===== src/rtl/operand_fetch_seq.sv =====
// Two-operand fetch sequencer around a 4-input operand mux. It drives the mux
// select and captures the mux output into registers A and B on consecutive cycles.
module operand_fetch_seq #(
  parameter int DATA_WIDTH  = 16,
  parameter int SELECT_SIZE = 2
) (
  input  logic                   clk_i,
  input  logic                   reset_ni,
  input  logic                   start_i,
  input  logic                   single_i,
  input  logic [SELECT_SIZE-1:0] src_a_i,
  input  logic [SELECT_SIZE-1:0] src_b_i,
  input  logic [DATA_WIDTH-1:0]  mux_data_i,
  output logic [SELECT_SIZE-1:0] select_o,
  output logic [DATA_WIDTH-1:0]  operand_a_o,
  output logic [DATA_WIDTH-1:0]  operand_b_o,
  output logic                   busy_o,
  output logic                   done_o
);

  typedef enum logic [1:0] {IDLE, FETCH_A, FETCH_B, DONE} state_t;

  state_t                 state_q, state_d;
  logic [SELECT_SIZE-1:0] select_q, select_d;
  logic [SELECT_SIZE-1:0] src_b_q, src_b_d;
  logic                   single_q, single_d;
  logic [DATA_WIDTH-1:0]  operand_a_q, operand_a_d;
  logic [DATA_WIDTH-1:0]  operand_b_q, operand_b_d;

  always_ff @(posedge clk_i or negedge reset_ni) begin
    if (!reset_ni) begin
      state_q     <= IDLE;
      select_q    <= '0;
      src_b_q     <= '0;
      single_q    <= 1'b0;
      operand_a_q <= '0;
      operand_b_q <= '0;
    end else begin
      state_q     <= state_d;
      select_q    <= select_d;
      src_b_q     <= src_b_d;
      single_q    <= single_d;
      operand_a_q <= operand_a_d;
      operand_b_q <= operand_b_d;
    end
  end

  // The select is switched one edge ahead of each capture so the mux output
  // is settled for the full cycle before it is sampled.
  always_comb begin
    state_d     = state_q;
    select_d    = select_q;
    src_b_d     = src_b_q;
    single_d    = single_q;
    operand_a_d = operand_a_q;
    operand_b_d = operand_b_q;
    case (state_q)
      IDLE: begin
        if (start_i) begin
          select_d = src_a_i;
          src_b_d  = src_b_i;
          single_d = single_i;
          state_d  = FETCH_A;
        end
      end
      FETCH_A: begin
        operand_a_d = mux_data_i;
        if (single_q) begin
          state_d = DONE;
        end else begin
          select_d = src_b_q;
          state_d  = FETCH_B;
        end
      end
      FETCH_B: begin
        operand_b_d = mux_data_i;
        state_d     = DONE;
      end
      DONE:    state_d = IDLE;
      default: state_d = IDLE;
    endcase
  end

  assign select_o    = select_q;
  assign operand_a_o = operand_a_q;
  assign operand_b_o = operand_b_q;
  assign busy_o      = (state_q == FETCH_A) || (state_q == FETCH_B);
  assign done_o      = (state_q == DONE);

endmodule


===== config.mk =====
export PLATFORM = sky130hd
export DESIGN_NAME = operand_fetch_seq
export DESIGN_NICKNAME = d
export VERILOG_FILES = /design/src/rtl/operand_fetch_seq.sv
export SDC_FILE = /design/constraint.sdc
export NUM_CORES = 1
export LEC_CHECK = 0
export CORE_UTILIZATION = 47
export DETAILED_ROUTE_END_ITERATION = 6
export HOLD_SLACK_MARGIN = 0.05
export PLACE_DENSITY = 0.84
export SYNTH_ARGS = -nofsm -noshare
export SYNTH_HDL_FRONTEND = slang
export SYNTH_SLANG_ARGS = --single-unit

===== constraint.sdc =====
create_clock -name clk_i -period 2.4 [get_ports clk_i]
set_input_delay 0.24 -clock clk_i [delete_from_list [all_inputs] [get_ports clk_i]]
set_output_delay 0.24 -clock clk_i [all_outputs]
set_load 0.02 [all_outputs]

Word level (Yosys, flattened, before mapping):

Cells that the tools add are included.

* register bits after elaboration: 39
* output and inout port bits: 36
* logic and storage cells: 22

* equal/unequal tests: 5
* muxes and demuxes: 6
* reductions and logical operators: 5

Operators with widths (number)
* 2-bit case mux with 4 select lines: 1
* 2-bit two-way mux: 3
* 2-bit equality test, second input constant: 2
* 2-bit != test, second input constant: 2
* 2-bit case mux with 2 select lines: 1
* 3-bit AND reduction: 1
* 2-bit by 1-bit equality test with 1-bit output, second input constant: 1
* 2-bit zero test: 1
* 2-bit AND reduction: 1
* 2-bit nonzero test: 1
* 1-bit logical OR: 1
* 1-bit two-way mux: 1

Longest topological paths before layout:

* word-level depth: 3
* depth in mapped cells: 5

Worst setup path after synthesis:

Ideal clock, no wire load.

* path type: reg-to-reg
* start: register state_q[0]
* end: register select_q[0] (netlist: select_o[0])
* setup time: 0.125 ns
* arrival time: 1.389 ns
* data required time: 2.275 ns
* slack: 0.886 ns
* stages on the path, launching flop included: 6
* buffers on the path: 0
* period minus slack after synthesis: 1.514 ns
* cells stage by stage: dfrtp_1 -> inv_1 -> ha_1 -> nor2b_4 -> a211oi_2 -> mux2_2

* cells in the longest elaborated chain, start to end: 3

Ends and longest elaborated chain
* start, declared: line 23 `state_t state_q, state_d;`
* start signal, assigned: line 39 `state_q <= state_d;`
* 2-bit by 1-bit equality test with 1-bit output / 2-bit zero test (equally long branches): line 57 `case (state_q)`
* 2-bit != test (no line) / 2-bit nonzero test (equally long branches)
* 3-bit AND reduction (no line)
* end signal, assigned: line 40 `select_q <= select_d;`
* end, declared: line 24 `logic [SELECT_SIZE-1:0] select_q, select_d;`

Several ways; a longest one is shown, not always the timed one.
A chain may end at the register's enable or synchronous reset.

Final worst setup path:

* start: register state_q[0]
* end: output busy_o

* cells in the longest elaborated chain, start to end: 2

Ends and longest elaborated chain
* 2-bit by 1-bit equality test with 1-bit output / 2-bit equality test (equally long branches): line 87 `assign busy_o = (state_q == FETCH_A) || (state_q == FETCH_B);`
* 1-bit logical OR (*): line 87
* end, declared: line 17 `output logic busy_o,`

Every way passes the cells marked *; elsewhere a longest branch is shown, timed or not.

==> run metrics <==
Worst-Skew Late Latency=0.34 ns; clock buffer depth=2; final-stage net count=slightly below 200; worst reg2reg endpoint=operand_b_o[1]; endpoint of the most critical setup path=busy_o; synthesis-to-layout area growth=42.6%; CP max FO=5; floorplan row count=20; synth warn=0; share of the yosys chip area belonging to registers=0.613; Synth area leader=sky130_fd_sc_hd__dfrtp_1; R2R Path Start=state_q[0]; arrival time reported for the critical path endpoint=1.79 ns; type of the tightest min-delay check=register to register; Resize count post-CTS=0; post-route standard cell area excluding fillers=roughly 0.0023 mm²; final setup skew=0.00904 ns; width of the die=60.2 µm; Max Cap Violations=0; Vert. Die Dim=between 60 and 70 µm; Area after DPL=0.00222 mm²; capturing element type of the critical path=output pin; core region area=around 0.0031 mm²; post-synthesis instance area=0.00159 mm²; most frequent cells in the layout=sky130_fd_sc_hd__clkdlybuf4s50_1 (58), sky130_fd_sc_hd__mux2_2 (40), sky130_fd_sc_hd__dfrtp_1 (39); clock-pin slew reported for the worst setup and hold paths after clock tree synthesis=approximately 0.10 ns; maximum number of pins on one net before global-route repair=40; routed len/inst=between 15 and 20 µm; required time of the critical path=2.16 ns; TritonCTS clock tree=done; total via count after detailed routing=1030; antenna cells=0; CTS Buf Count=5; Hold Fails Final Rpt=0; overall global routing resource usage=0.194; antenna-violating nets left=0; IO Port Bufs=59; drt initial violations=16; Synth Area per Inst=16.3 µm²; Max-Slew Margin vs Limit=0.451; sum of negative setup slack=0 ns; area share of the largest cell type after synthesis=0.613; starting utilization of the core area=0.509; fill cell total of the finished layout=about 210; result of the run=complete, no violations; number of antenna violations at the first check in global routing=0; R2R cell count=4; minimum hold slack=0.513 ns; number of cells produced by synthesis=between 90 and 100; worst slew pin tran=roughly 0.8 ns; max-slew violation count=0; number of I/O pins=60; total nets after synthesis=between 100 and 150; layout cells sized above 1=0.309; via density per instance=5.00; Final setup viols=0; most common library cell in the layout ignoring fill and taps=sky130_fd_sc_hd__clkdlybuf4s50_1; leakage power summed over all cells=0.952 nW; highest clock frequency the design can meet=493 MHz; dominant cells by area after synthesis=sky130_fd_sc_hd__dfrtp_1 (61%), sky130_fd_sc_hd__mux2_2 (28%), sky130_fd_sc_hd__ha_1 (4.7%); drt total wl=between 3000 and 4000 µm; number of clock sinks=39; worst voltage drop across the vdd grid=0.824 mV; setup repair after global routing missed its margin=false; total of flip-flops plus latches after synthesis=39; global placement routability congestion=0.748; wire length of the first global-routing pass=5000 µm; clock tree root driver cell=sky130_fd_sc_hd__clkbuf_4; residual overflow from global routing=0; Pwr Density=1510 mW/mm²; final cycle utilization of the critical path=0.844; number of global-route vias before repair=1087; CP Class=register to output pin; origin of the worst setup path=state_q[0]; category of the worst setup path launch point=register; number of unique standard cell types used by synthesis=14; router iterations before antenna repair=4; Die Outline Area=0.00363 mm²; crit path time final=2.03 ns; post-CTS setup buffer count=0; Design Power=between 3 and 4 mW; estimated wirelength of the detail-placed design=2410 µm; reg2reg setup slack=0.63 ns; CTS H-tree depth=2; count of unresolved DRC violations after routing=0
==> critical path, stage by stage (launching register included) <==
cell and delay, ns:
sky130_fd_sc_hd__dfrtp_1 0.42, sky130_fd_sc_hd__inv_1 0.12, sky130_fd_sc_hd__ha_1 0.31, sky130_fd_sc_hd__clkdlybuf4s50_1 0.60
==> what timing repair did <==
action	in CTS	in global routing
hold endpoints to repair	39	0
hold buffers	1	0
endpoints found under the setup margin	0	0
==> worst min path at each step <==
| stage | start | endpoint | slack (ns) | cells past startpoint |
|---|---|---|---|---|
| 3_5_place_dp | reset_ni | operand_b_o[13] | 0.39 | 1 |
| 5_1_grt | mux_data_i[0] | operand_b_o[0] | 0.53 | 2 |
| 6_report | src_b_q[1] | src_b_q[1] | 0.51 | 1 |
| 2_1_floorplan | reset_ni | operand_a_o[0] | -0.06 | 0 |
| 4_1_cts | operand_b_o[4] | operand_b_o[4] | 0.52 | 1 |
| 3_3_place_gp | reset_ni | operand_b_o[13] | 0.38 | 1 |
==> synth_stat cells <==
| library cell | number |
|---|---|
| sky130_fd_sc_hd__ha_1 | 6 |
| sky130_fd_sc_hd__buf_6 | 1 |
| sky130_fd_sc_hd__a2111oi_0 | 1 |
| sky130_fd_sc_hd__a21oi_1 | 1 |
| sky130_fd_sc_hd__o21bai_1 | 1 |
| sky130_fd_sc_hd__inv_1 | 2 |
| sky130_fd_sc_hd__nor2b_4 | 1 |
| sky130_fd_sc_hd__a211oi_2 | 1 |
| sky130_fd_sc_hd__buf_2 | 2 |
| sky130_fd_sc_hd__mux2_2 | 40 |
| sky130_fd_sc_hd__nand2_1 | 1 |
| sky130_fd_sc_hd__buf_4 | 1 |
| sky130_fd_sc_hd__dfrtp_1 | 39 |
| sky130_fd_sc_hd__nor2_1 | 1 |
==> kinds of logic (layout without fill, tap and decap cells) <==
group	after synthesis	after routing	synth area share
buffers and inverters	6	70	0.0228
AND/OR/NAND/NOR	3	3	0.0133
flip-flops	39	39	0.613
AO/OA/AOI/OAI	4	4	0.0212
multiplexers	40	40	0.283
adder cells (fa/ha/maj)	6	6	0.0471
==> where the power goes <==
part / leakage (nW) / switching, mW / total [mW] / internal, mW
registers: 0.458 / 0.188 / 1.19 / 1.00
logic: 0.470 / 0.870 / 1.94 / 1.07
clock network: 0.0242 / 0.184 / 0.288 / 0.104
total: 0.952 / 1.24 / 3.42 / 2.18
==> state kept, by name (all words and copies together) (netlist names) <==
name,cells
state_q,2
operand_a_o,16
select_o,2
single_q,1
operand_b_o,16
src_b_q,2
==> metal layers <==
metal,vias to the layer above,GRT usage,share of wire
met5,-,0,0
met4,0,0.0598,0.010
met2,38,0.328,0.49
met3,3,0.0736,0.061
li1,472,-,-
met1,517,0.227,0.44
==> final cells by class <==
| cell class | instances | area, µm² | share of cell area |
|---|---|---|---|
| clock buffers | 6 | 41.3 | 0.0182 |
| inverters | 2 | 7.51 | 0.00331 |
| multi-input cells | 53 | 581 | 0.256 |
| flip-flops and latches | 39 | 976 | 0.430 |
| well taps | 44 | 55.1 | 0.0242 |
| repair buffers | 62 | 611 | 0.269 |
==> stage by stage <==
stage | setup WS [ns] | instances | util
2_1_floorplan | 0.886 | 98 | -
6_report | 0.373 | 206 | 0.726
4_1_cts | 0.347 | 206 | 0.726
3_3_place_gp | 0.732 | 199 | 0.710
5_1_grt | 0.267 | 206 | 0.726
3_5_place_dp | 0.665 | 199 | 0.710
Note: power is estimated with default switching activity, not from simulation.
